## src/rtl/instr_fetch_unit_pkg.sv

```systemverilog
// Shared fetch/decode types: opcodes, format classes, fetch entries.
// Also carries the opcode classifier so decode can reuse it.
package instr_fetch_unit_pkg;

  localparam int PROGRAM_ADDRESS_WIDTH = 8;
  localparam int INSTRUCTION_WIDTH = 32;

  typedef logic [PROGRAM_ADDRESS_WIDTH-1:0] addr_t;
  typedef logic [INSTRUCTION_WIDTH-1:0] word_t;

  localparam word_t NOP_INSTR = 32'h0000_0013;

  typedef enum logic [6:0] {
    LOAD     = 7'b0000011,
    LOAD_FP  = 7'b0000111,
    OP_IMM   = 7'b0010011,
    U_AUIPC  = 7'b0010111,
    STORE    = 7'b0100011,
    STORE_FP = 7'b0100111,
    OP       = 7'b0110011,
    U_LUI    = 7'b0110111,
    MADD     = 7'b1000011,
    MSUB     = 7'b1000111,
    NMSUB    = 7'b1001011,
    NMADD    = 7'b1001111,
    OP_FP    = 7'b1010011,
    BRANCH   = 7'b1100011,
    JALR     = 7'b1100111,
    J_JAL    = 7'b1101111,
    SYSTEM   = 7'b1110011
  } instruction_format_type;

  typedef enum logic [2:0] {
    R_TYPE,
    I_TYPE,
    S_TYPE,
    B_TYPE,
    U_TYPE,
    J_TYPE,
    SYS_TYPE
  } instruction_op_type;

  typedef struct packed {
    word_t instr;
    addr_t pc;
  } fetch_entry_t;

  typedef struct packed {
    instruction_op_type fmt;
    logic               illegal;
  } fmt_info_t;

  function automatic fmt_info_t op_class(logic [6:0] opcode);
    fmt_info_t r;
    r.fmt = R_TYPE;
    r.illegal = 1'b0;
    case (opcode)
      OP, OP_FP, MADD,
      MSUB, NMSUB, NMADD:  r.fmt = R_TYPE;
      OP_IMM, JALR,
      LOAD, LOAD_FP:       r.fmt = I_TYPE;
      STORE, STORE_FP:     r.fmt = S_TYPE;
      BRANCH:              r.fmt = B_TYPE;
      U_AUIPC, U_LUI:      r.fmt = U_TYPE;
      J_JAL:               r.fmt = J_TYPE;
      SYSTEM:              r.fmt = SYS_TYPE;
      default:             r.illegal = 1'b1;
    endcase
    return r;
  endfunction

endpackage

```

## src/rtl/instr_fetch_unit_if.sv

```systemverilog
// Fetch-to-decode handshake: head instruction, PC and pre-decode.
// master = fetch side, slave = decode side.
interface instr_fetch_unit_if;
  import instr_fetch_unit_pkg::*;

  logic               instr_valid;
  logic               instr_ready;
  word_t              instr;
  addr_t              instr_pc;
  instruction_op_type instr_fmt;
  logic               instr_illegal;

  modport master (
    output instr_valid,
    output instr,
    output instr_pc,
    output instr_fmt,
    output instr_illegal,
    input  instr_ready
  );

  modport slave (
    input  instr_valid,
    input  instr,
    input  instr_pc,
    input  instr_fmt,
    input  instr_illegal,
    output instr_ready
  );

endinterface

```

## src/rtl/instr_fetch_unit_fifo.sv

```systemverilog
// Prefetch FIFO of fetch entries; flush wins over push.
// Supports any depth 2..4 (pointers wrap explicitly).
module if_prefetch_fifo
  import instr_fetch_unit_pkg::*;
#(
  parameter int DEPTH = 2
) (
  input  logic                         clk,
  input  logic                         rst,
  input  logic                         push,
  input  logic                         pop,
  input  logic                         flush,
  input  fetch_entry_t                 din,
  output logic [$clog2(DEPTH+1)-1:0]   count,
  output fetch_entry_t                 head
);

  localparam int CW = $clog2(DEPTH + 1);
  localparam int PW = $clog2(DEPTH);

  fetch_entry_t  mem [DEPTH];
  logic [PW-1:0] rd_ptr;
  logic [PW-1:0] wr_ptr;
  logic          do_pop;
  logic          do_push;

  function automatic logic [PW-1:0] inc(logic [PW-1:0] p);
    return (p == PW'(DEPTH - 1)) ? '0 : p + 1'b1;
  endfunction

  assign do_pop  = pop && (count != '0);
  assign do_push = push && ((count != CW'(DEPTH)) || do_pop);
  assign head    = mem[rd_ptr];

  always_ff @(posedge clk or negedge rst) begin
    if (!rst) begin
      rd_ptr <= '0;
      wr_ptr <= '0;
      count  <= '0;
      for (int i = 0; i < DEPTH; i++) mem[i] <= '0;
    end else if (flush) begin
      rd_ptr <= '0;
      wr_ptr <= '0;
      count  <= '0;
    end else begin
      if (do_push) begin
        mem[wr_ptr] <= din;
        wr_ptr      <= inc(wr_ptr);
      end
      if (do_pop) rd_ptr <= inc(rd_ptr);
      count <= count + CW'(do_push) - CW'(do_pop);
    end
  end

endmodule

```

## src/rtl/instr_fetch_unit.sv

```systemverilog
// Fetch front end: issues program-memory reads, buffers returned words,
// presents them to decode and restarts on EX redirects.
module instr_fetch_unit
  import instr_fetch_unit_pkg::*;
#(
  parameter int    FIFO_DEPTH = 2,
  parameter addr_t RESET_PC   = 8'h00
) (
  input  logic                      clk,
  input  logic                      rst,
  output logic                      imem_en,
  output addr_t                     imem_addr,
  input  word_t                     imem_rdata,
  input  logic                      redirect_valid,
  input  addr_t                     redirect_pc,
  instr_fetch_unit_if.master        dec
);

  localparam int CW = $clog2(FIFO_DEPTH + 1);

  addr_t         pc;
  logic          epoch;
  logic          req_q;
  logic          req_epoch;
  addr_t         req_addr;
  logic [CW-1:0] count;
  fetch_entry_t  head;
  fetch_entry_t  din;
  fmt_info_t     info;
  logic          pop;
  logic          push;
  logic [3:0]    occ;
  addr_t         tgt;

  assign tgt = redirect_pc & 8'hFC;
  assign dec.instr_valid = (count != '0);
  assign pop = dec.instr_valid && dec.instr_ready;

  // A pop this cycle frees a slot, letting fetch stream one word per cycle.
  assign occ  = 4'(count) + 4'(req_q) - 4'(pop);
  assign push = req_q && (req_epoch == epoch);
  assign din  = '{instr: imem_rdata, pc: req_addr};

  always_comb begin
    imem_en   = 1'b0;
    imem_addr = pc;
    if (rst) begin
      if (redirect_valid) begin
        imem_en   = 1'b1;
        imem_addr = tgt;
      end else if (occ < 4'(FIFO_DEPTH)) begin
        imem_en = 1'b1;
      end
    end
  end

  always_ff @(posedge clk or negedge rst) begin
    if (!rst) begin
      pc        <= RESET_PC;
      epoch     <= 1'b0;
      req_q     <= 1'b0;
      req_epoch <= 1'b0;
      req_addr  <= RESET_PC;
    end else begin
      if (redirect_valid) epoch <= !epoch;
      if (imem_en) begin
        pc       <= imem_addr + 8'd4;
        req_addr <= imem_addr;
      end
      req_q     <= imem_en;
      req_epoch <= redirect_valid ? !epoch : epoch;
    end
  end

  if_prefetch_fifo #(
    .DEPTH (FIFO_DEPTH)
  ) u_fifo (
    .clk   (clk),
    .rst   (rst),
    .push  (push),
    .pop   (pop),
    .flush (redirect_valid),
    .din   (din),
    .count (count),
    .head  (head)
  );

  // An empty FIFO shows a NOP at RESET_PC so decode never sees junk.
  always_comb begin
    dec.instr    = NOP_INSTR;
    dec.instr_pc = RESET_PC;
    if (dec.instr_valid) begin
      dec.instr    = head.instr;
      dec.instr_pc = head.pc;
    end
  end

  assign info              = op_class(dec.instr[6:0]);
  assign dec.instr_fmt     = info.fmt;
  assign dec.instr_illegal = info.illegal;

endmodule

```

## src/flat_wrapper.sv

```systemverilog
// flat-port wrapper written by rule: the top's interface ports become plain ports
module instr_fetch_unit_flat import instr_fetch_unit_pkg::*;
#(
  parameter int    FIFO_DEPTH = 2,
  parameter addr_t RESET_PC   = 8'h00
)
  (clk, rst, imem_en, imem_addr, imem_rdata, redirect_valid, redirect_pc, dec_instr_valid, dec_instr, dec_instr_pc, dec_instr_fmt, dec_instr_illegal, dec_instr_ready);
  instr_fetch_unit_if dec_i ();
  input  logic clk;
  input  logic rst;
  output logic imem_en;
  output addr_t imem_addr;
  input  word_t imem_rdata;
  input  logic redirect_valid;
  input  addr_t redirect_pc;
  output wire logic [$bits(dec_i.instr_valid)-1:0] dec_instr_valid;
  output wire logic [$bits(dec_i.instr)-1:0] dec_instr;
  output wire logic [$bits(dec_i.instr_pc)-1:0] dec_instr_pc;
  output wire logic [$bits(dec_i.instr_fmt)-1:0] dec_instr_fmt;
  output wire logic [$bits(dec_i.instr_illegal)-1:0] dec_instr_illegal;
  input wire logic [$bits(dec_i.instr_ready)-1:0] dec_instr_ready;
  assign dec_instr_valid = dec_i.instr_valid;
  assign dec_instr = dec_i.instr;
  assign dec_instr_pc = dec_i.instr_pc;
  assign dec_instr_fmt = dec_i.instr_fmt;
  assign dec_instr_illegal = dec_i.instr_illegal;
  assign dec_i.instr_ready = dec_instr_ready;
  instr_fetch_unit #(.FIFO_DEPTH(FIFO_DEPTH), .RESET_PC(RESET_PC)) u_core (.clk(clk), .rst(rst), .imem_en(imem_en), .imem_addr(imem_addr), .imem_rdata(imem_rdata), .redirect_valid(redirect_valid), .redirect_pc(redirect_pc), .dec(dec_i));
endmodule
```

## config.mk

```make
export PLATFORM = sky130hd
export DESIGN_NAME = instr_fetch_unit_flat
export DESIGN_NICKNAME = d
export VERILOG_FILES = /design/src/rtl/instr_fetch_unit_pkg.sv /design/src/rtl/instr_fetch_unit_if.sv /design/src/rtl/instr_fetch_unit_fifo.sv /design/src/rtl/instr_fetch_unit.sv /design/src/flat_wrapper.sv
export SDC_FILE = /design/constraint.sdc
export NUM_CORES = 1
export LEC_CHECK = 0
export CORE_ASPECT_RATIO = 0.5
export CORE_MARGIN = 4
export CORE_UTILIZATION = 25
export CTS_CLUSTER_SIZE = 8
export DETAILED_ROUTE_END_ITERATION = 8
export GPL_ROUTABILITY_DRIVEN = 0
export GPL_TIMING_DRIVEN = 0
export SYNTH_ARGS = -nofsm -noshare
export SYNTH_HDL_FRONTEND = slang
export SYNTH_SLANG_ARGS = --single-unit
```

## constraint.sdc

```tcl
create_clock -name clk -period 2.7 [get_ports clk]
set_input_delay 0.54 -clock clk [delete_from_list [all_inputs] [get_ports clk]]
set_output_delay 0.54 -clock clk [all_outputs]
set_load 0.005 [all_outputs]
```

== After elaboration in Yosys (flattened, before gate mapping) ==
Cells that the tools add are included.

* Output and inout port bits: 54
* Flip-flop bits (word level): 101

* Order comparisons: 4
* Reductions and logical operators: 13
* Multiplexer cells: 22
* Bitwise logic cells: 3
* Add/subtract/negate cells: 7
* Eq/ne operators: 18

{| class="wikitable"
|+ Operators with widths
! cell !! number
|-
| 40-bit 2-to-1 mux || 4
|-
| 80-bit bitwise mux || 1
|-
| 7-bit equality test, second input constant || 9
|-
| 40-bit demux with 1-bit select || 1
|-
| 32-bit 2-to-1 mux || 1
|-
| 7-bit by 6-bit equality test with 1-bit output, second input constant || 4
|-
| 8-bit 2-to-1 mux || 3
|-
| 3-bit one-hot mux with 6 select lines || 1
|-
| 17-bit OR reduction || 1
|-
| 7-bit by 5-bit equality test with 1-bit output, second input constant || 2
|-
| 1-bit 2-to-1 mux || 10
|-
| 8-bit by 3-bit adder with 8-bit output, second input constant || 1
|-
| 7-bit by 2-bit equality test with 1-bit output, second input constant || 1
|-
| 7-bit by 3-bit equality test with 1-bit output, second input constant || 1
|-
| 2-bit nonzero test || 3
|-
| 2-bit greater-or-equal comparator, second input constant || 2
|-
| 1-bit logical AND || 4
|-
| 4-bit by 2-bit < comparator with 1-bit output, second input constant || 1
|-
| 1-bit NOT with 2-bit output || 2
|-
| 2-bit OR reduction || 2
|-
| 4-bit OR reduction || 1
|-
| 4-bit by 1-bit subtractor with 4-bit output || 1
|-
| 2-bit by 1-bit adder with 3-bit output || 1
|-
| 1-bit adder, second input constant || 2
|-
| other kinds (8) || 8
|}

== Longest topological paths before layout ==
Gate-level depths: netlist of the first run.

* Depth in word-level cells: 8
* Gate-level depth with buffers: 11
* Gate-level depth less buffers: 10

== By module ==
From an unflattened synthesis of the first run, not the netlist that was laid out.

* Cell total of the unflattened synthesis: 393
* Area, all modules: 5141.2 µm²

{| class="wikitable"
|+ By module, submodules not included
! module !! sequential area each (µm²) !! times used !! cells an instance !! area an instance (µm²)
|-
| if_prefetch_fifo || 2102.0 || 1 || 236 || 3858.7
|-
| instr_fetch_unit || 375.4 || 1 || 157 || 1282.5
|}

== Worst setup path after synthesis of the first run ==
No wires, ideal clock.

* Path kind: reg-to-output
* From: reg u_core.u_fifo.count[0]
* To: out imem_en
* Slack: 0.238 ns
* Cell stages (with the launch flop): 10
* Data arrival time: 1.922 ns
* Cells stage by stage: dfrtp_1 -> ha_1 -> inv_1 -> ha_1 -> inv_1 -> ha_1 -> xnor2_1 -> a31oi_1 -> a31oi_4 -> buf_6

* Longest elaborated chain between the ends: 7
* Elaborated cells on any way between the ends: 8
* Classes of those cells: add/sub (2); order compare (1); mux (3); reduce/logical (2)

{| class="wikitable"
|+ Ends and longest elaborated chain
! what !! RTL line !! RTL
|-
| start: declaration || instr_fetch_unit_fifo.sv:14 || <nowiki>output logic [$clog2(DEPTH+1)-1:0] count,</nowiki>
|-
| start signal: assignment || instr_fetch_unit_fifo.sv:51 || <nowiki>count <= count + CW'(do_push) - CW'(do_pop);</nowiki>
|-
| branches (longest 2 deep; another with 2-bit by 1-bit adder with 3-bit output) || -- ||
|-
| 4-bit by 1-bit subtractor with 4-bit output * || instr_fetch_unit.sv:40 || <nowiki>assign occ = 4'(count) + 4'(req_q) - 4'(pop);</nowiki>
|-
| 4-bit by 2-bit < comparator with 1-bit output * || instr_fetch_unit.sv:51 || <nowiki>end else if (occ < 4'(FIFO_DEPTH)) begin</nowiki>
|-
| 1-bit 2-to-1 mux * || instr_fetch_unit.sv:51 ||
|-
| 1-bit 2-to-1 mux * || instr_fetch_unit.sv:48 || <nowiki>if (redirect_valid) begin</nowiki>
|-
| 1-bit 2-to-1 mux * || instr_fetch_unit.sv:47 || <nowiki>if (rst) begin</nowiki>
|-
| end: declaration || flat_wrapper.sv:11 || <nowiki>output logic imem_en;</nowiki>
|}

Mark *: on every way between the ends.

== Worst setup path in the final report of the first run ==
Ends and elaborated chain as after synthesis.

==> metrics.yaml, run 1 <==
status: "finished, final reports clean"
final.setup.tns_ns: 0
power_leakage_nw: 2.74
worst_setup_path_start_kind: "register"
critPathCapture: "imem_en"
hold_path_class: "primary input to asynchronous set/reset pin"
path_depth: 9
ys_async_sr_fraction_pct: 100
yosysUniqueCellTypes: 37
final_layout_size_suffix_gt1_share_pct: 16.4
avgSynthCellArea_um2: 12.4
synthDominantCellAreaShare_pct: 52.0
cts_sinks: 99
nFillCells: 1842
dr.pass1.iters: 4
r2r_start: "u_core.u_fifo.count[0]"
grt_pass1_wl_um: 17700
p_per_area_nw_per_um2: 1080
synth_cells: 384
rsz0062_at_grt: "yes"
timing.final.ws_setup_ns: 0.0328
rows: 35
synth_area_leaders: "dfrtp_1, mux2_1, mux2i_1"
worst_clock_skew_ns: 0.00480
crit_slowest_cell: "dfrtp_2"
dpl.hpwl_um: 7920
max_freq_ghz: 0.375
synth_nets: 436
ys_ff_latch: 99
vias_per_cell: 4.24
endpoint_kind: "primary output"
wl_per_cell_um: 14.5
clockRootBuffer: "clkbuf_16"
fin_nets: 553
start_util_pct: 25.7
cpLargestDelayFamily: "compound AO/OA/AOI/OAI gates"
overflow: 0
drv_slew: 0
rr_endpoint: "u_core.pc[2]"
ios: 98
max-cap-violations: 0
yosys-top-cells-count: "dfrtp_1, mux2_1, nor2_1"
areaGrowthSynthToFinish_pct: 39.1
grt_start_max_net_pins: 70
vdd_drop_max_mv: 0.334
clk_latency_ns: 0.34
synth.yosys.seq_area_share_pct: 52.0
reg2reg_slack_ns: 0.40
required_ns: 2.16
synth_most_common_cell: "dfrtp_1"
fin_area_um2: 6630
startpoint: "u_core.u_fifo.count[0]"
grt_pass1_vias: 3389
cp_common_cell: "a31oi_4"
worst-path-buf-inv: 3
synth_edf_count: 0
ys.warnings.count: 0
antenna_cells: 0
cp_max_fo: 4
portBuffers: 94
grt_usage_pct: 10.4
drc_errors: 0
worst_pin_slew_ns: 0.473
fp.coreArea_um2: 18600
die_y_um: 106
syn_area_um2: 4760
crit_chain: "buf_4, o21ai_4, nor2_1, ha_4, xnor2_4, a31oi_4, a31oi_4, buf_6, clkbuf_2"
critical_path_arrival_ns: 2.13
relSlewSlack_pct: 68.2
worst_path_largest_cell_delay_ns: 0.43
criticalPathCategory: "register to primary output"
finalCriticalPeriod_ns: 2.67
synth_top_area_cell: "dfrtp_1"
chipWidth_um: 203
seq_area_um2: 2480
whs_ns: 0.0324
wl_um: 11100
reg2regPathDepth: 10
htree_levels: 3
hold_violations: 0
cts.reportedPaths.clkPinSlew_ns: 0.07
cts_tree: "yes"
drtAntennaViolNets: 0
fin_crit_sh_pct: 98.8
place_area_um2: 6050
cts_buffers: 9
setup_viol: 0
drtIter0Drc: 120
synthFlopType: "dfrtp_1"
clock_path_buffers: 2
multiInputGateArea_um2: 2280
die-area_um2: 21500
antenna_found_initial: 0
pre_cts_ws_ns: -0.900
via_count: 3247
[worst min path at each step]
stage	to	slack, ns	cells after the start
2_1_floorplan	u_core.pc[2]	0.24	0
3_3_place_gp	u_core.u_fifo.mem[49]	0.46	1
3_5_place_dp	u_core.u_fifo.mem[49]	0.47	1
4_1_cts	u_core.pc[2]	0.09	1
5_1_grt	u_core.pc[3]	0.04	1
6_report	u_core.pc[3]	0.03	1
[cell usage in the layout (no fill, tap or decap), types with 5 or more instances in the layout]
master / n
clkbuf_16: 9
inv_2: 7
mux2_1: 84
buf_4: 20
a21oi_1: 9
nor2_1: 48
inv_1: 6
clkdlybuf4s50_1: 87
ha_1: 5
xnor2_1: 5
nand2_1: 7
mux2i_1: 41
and2_1: 5
dfrtp_1: 97
buf_2: 6
buf_6: 6
[layout make-up]
cell class              instances  share of cell area (%)
inverters                      13                   0.736
clock buffers                  10                    3.61
clock inverters                 6                   0.604
repair buffers                106                    15.9
flip-flops and latches         99                    37.4
plain buffers                  20                    2.42
well taps                     259                    4.89
multi-input cells             252                    34.4
[repair_timing]
action,4_1_cts,5_1_grt
endpoints found under the setup margin,42,24
pin swaps,6,6
setup buffers,7,4
gates resized for setup,39,26
hold buffers,0,0
cloned,0,0
[registers in the layout, indices dropped and copies added (netlist names)]
signal	cells
u_core.u_fifo.mem	80
u_core.req_addr	8
u_core.pc	6
u_core.u_fifo.count	2
u_core.req_q	1
u_core.u_fifo.rd_ptr	1
u_core.u_fifo.wr_ptr	1
[worst register-to-register path, delay by kind of cell, from the launching register on]
kind / cells / cell delay (ns)
DFF: 1 / 0.43
muxes: 1 / 0.33
buffers and inverters: 3 / 0.46
adders and majority gates: 1 / 0.18
and+or+nand+nor: 1 / 0.10
AOI/OAI and AO/OA: 3 / 0.47
xor gates and xnor gates: 1 / 0.20
[metal layers]
metal	GRT usage [%]	vias to the layer above	share of wire, %
met1	12.6	1633	45
met3	2.83	9	3.5
met5	0	-	0
li1	-	1569	-
met2	18.5	36	51
met4	2.45	0	0.83
[cell families after synthesis]
logic type,share of synthesized area [%]
simple gates,7.22
buf+inv,3.49
xor+xnor,1.84
flops,52.0
fa+ha+maj,2.10
mux,29.5
compound gates,3.83
[where the power goes]
part | switching (mW) | internal (mW)
clock network | 0.560 | 0.650
logic | 1.51 | 1.90
registers | 0.358 | 2.19
[through the flow]
stage	power (mW)	utilization [%]	std cells
floorplan	4.31	-	384
global placement	5.58	32.5	737
detailed placement	5.66	32.6	738
CTS	7.09	34.9	761
global route	7.71	35.7	765
finish	7.17	35.7	765
(Power assumes the default switching activity.)
==> run 2: changes to the inputs <==
--- a/config.mk
+++ b/config.mk
@@ -12,6 +12,8 @@
 export DETAILED_ROUTE_END_ITERATION = 8
 export GPL_ROUTABILITY_DRIVEN = 0
 export GPL_TIMING_DRIVEN = 0
+export HOLD_SLACK_MARGIN = 0.06
+export PLACE_DENSITY = 0.42
 export SYNTH_ARGS = -nofsm -noshare
 export SYNTH_HDL_FRONTEND = slang
 export SYNTH_SLANG_ARGS = --single-unit
==> run 2 against run 1 <==
  * Utilization increased by 0.38 points
  * Global-route usage increased by 1.3 points
  * Flip-flop and latch count unchanged
  * Wire length increased by 8.3%
  * Final cell count increased by 0.65%
  * Via count increased by 0.25%
  * First-iteration DRC count decreased by 3.3%
  * Worst hold slack improved by 0.11 ns
  * Critical path type unchanged
  * Critical endpoint is now dec_instr_fmt[2]
  * Largest cell class unchanged
  * Largest power group unchanged
==> metrics.yaml, run 2 (synthesis gave the netlist of run 1 again) <==
fin_crit_sh_pct: 98.2  # -0.56 points
reg_top3: "u_core.u_fifo.mem x80, u_core.req_addr x8, u_core.pc x6"
rsz0062_at_grt: "yes"
clk_latency_ns: 0.34  # about the same
hold_path_class: "primary input to asynchronous set/reset pin"
cts_sinks: 99  # unchanged
areaGrowthSynthToFinish_pct: 40.6
antenna_found_initial: 0  # unchanged
portBuffers: 94  # unchanged
drtIter0Drc: 116  # -3.3%
worst_path_largest_cell_delay_ns: 0.50  # +0.07 ns
power_leakage_nw: 2.76  # +0.68%
rows: 35  # unchanged
ios: 98  # unchanged
cts.reportedPaths.clkPinSlew_ns: 0.07  # about the same
max-cap-violations: 0  # unchanged
clock_path_buffers: 2  # unchanged
wl_per_cell_um: 15.6  # +7.6%
overflow: 0  # unchanged
drtAntennaViolNets: 0  # unchanged
fin_area_um2: 6700  # +1.1%
endpoint_kind: "primary output"
grt_usage_pct: 11.7  # +1.3 points
cpLargestDelayFamily: "simple AND/OR/NAND/NOR gates"
finalCriticalPeriod_ns: 2.65  # -0.0151 ns
final.setup.tns_ns: 0  # unchanged
p_per_area_nw_per_um2: 1100  # +1.9%
drv_slew: 0  # unchanged
crit_slowest_cell: "or4_4"
grt_start_max_net_pins: 69  # -1.4%
hold_violations: 0  # unchanged
worst_pin_slew_ns: 0.430  # -0.0431 ns
start_util_pct: 25.7  # unchanged
fin_nets: 558  # +0.90%
required_ns: 2.16  # about the same
die-area_um2: 21500  # unchanged
wl_um: 12000  # +8.3%
crit_chain: "buf_6, nor2_4, buf_4, nor2_2, or4_4, a21oi_2, buf_2"
antenna_cells: 0  # unchanged
drc_errors: 0  # unchanged
die_y_um: 106  # unchanged
setup_viol: 0  # unchanged
utilization_pct: 36.1  # +0.38 points
htree_levels: 3  # unchanged
relSlewSlack_pct: 71.3  # +3.1 points
place_area_um2: 6060  # about the same
dpl.hpwl_um: 8540  # +7.9%
via_count: 3255  # +0.25%
layout_common_cells: "dfrtp_1, clkdlybuf4s50_1, mux2_1"
dr.pass1.iters: 5  # +1
final_layout_size_suffix_gt1_share_pct: 17.8  # +1.4 points
cts_buffers: 9  # unchanged
criticalPathCategory: "register to primary output"
largest_reg_flops: 80  # unchanged
grt_pass1_wl_um: 19800  # +12%
fp.coreArea_um2: 18600  # unchanged
chipWidth_um: 203  # unchanged
worst_setup_path_start_kind: "register"
cp_max_fo: 7  # +3
critical_path_arrival_ns: 2.11  # -0.02 ns
status: "finished, final reports clean"
worst-path-buf-inv: 3  # unchanged
vias_per_cell: 4.23  # -0.40%
layout_commonest_cell: "dfrtp_1"
vdd_drop_max_mv: 0.361  # +8.3%
top_register: "u_core.u_fifo.mem"
worst_clock_skew_ns: 0.0102  # +0.00544 ns
grt_pass1_vias: 3527  # +4.1%
cts_tree: "yes"
max_freq_ghz: 0.377  # +0.57%
clockRootBuffer: "clkbuf_16"
run 2: layout make-up:
type / count / area (um^2)
plain buffers: 20 / 170
clock buffers: 11 / 243
clock inverters: 5 / 60.1
fillers: 1886 / 11900
inverters: 13 / 51.3
multi-input cells: 252 / 2260
flip-flops and latches: 99 / 2480
well taps: 259 / 324
repair buffers: 111 / 1110
run 2: repair_timing:
| item | CTS | global route |
|---|---|---|
| buffers inserted | 11 | 4 |
| setup endpoints to repair | 39 | 28 |
| endpoints found under the hold margin | 0 | 32 |
| pin swaps | 7 | 8 |
| resized for setup | 48 | 28 |
| hold buffers | 0 | 1 |
run 2: final timing paths:
kind,start,end,slack [ns],cells past startpoint
setup / recovery,u_core.u_fifo.count[0],dec_instr_fmt[2],0.05,7
hold / removal,rst,u_core.pc[2],0.14,2
setup reg to reg,u_core.u_fifo.count[0],u_core.pc[3],0.49,10
hold reg to reg,u_core.u_fifo.mem[78],u_core.u_fifo.mem[78],0.49,1
max in group asynchronous,rst,u_core.u_fifo.count[0],2.19,2
min in group clk,redirect_valid,u_core.u_fifo.count[0],0.46,2
run 2: metrics by stage:
step	worst slack, ns	instances	total power [mW]	hold WS, ns
3_3_place_gp	-5.01	737	5.68	0.464
4_1_cts	-0.0888	765	7.33	0.0628
6_report	0.0479	770	7.38	0.138
5_1_grt	-0.0676	770	7.98	0.151
2_1_floorplan	0.238	384	4.31	0.244
3_5_place_dp	-0.914	738	5.73	0.470
run 2: routing by layer:
| metal | vias to the layer above | part of all wire, % | global-route usage [%] |
|---|---|---|---|
| li1 | 1582 | - | - |
| met1 | 1623 | 50 | 16.3 |
| met2 | 40 | 46 | 18.6 |
| met3 | 10 | 2.5 | 2.64 |
| met4 | 0 | 0.90 | 2.60 |
| met5 | - | 0 | 0 |
run 2: report_power, final:
part | internal [mW] | switching (mW) | total (mW)
clock network | 0.748 | 0.577 | 1.33
registers | 2.18 | 0.373 | 2.56
logic | 1.95 | 1.55 | 3.50
total | 4.89 | 2.50 | 7.38
run 2: worst register-to-register path, delay by kind of cell (launching register included):
family | cells | cell delay, ns
muxes | 1 | 0.34
xor gates and xnor gates | 1 | 0.19
adders and majority gates | 3 | 0.57
DFF | 1 | 0.42
buffers and inverters | 3 | 0.27
AOI/OAI and AO/OA | 2 | 0.31
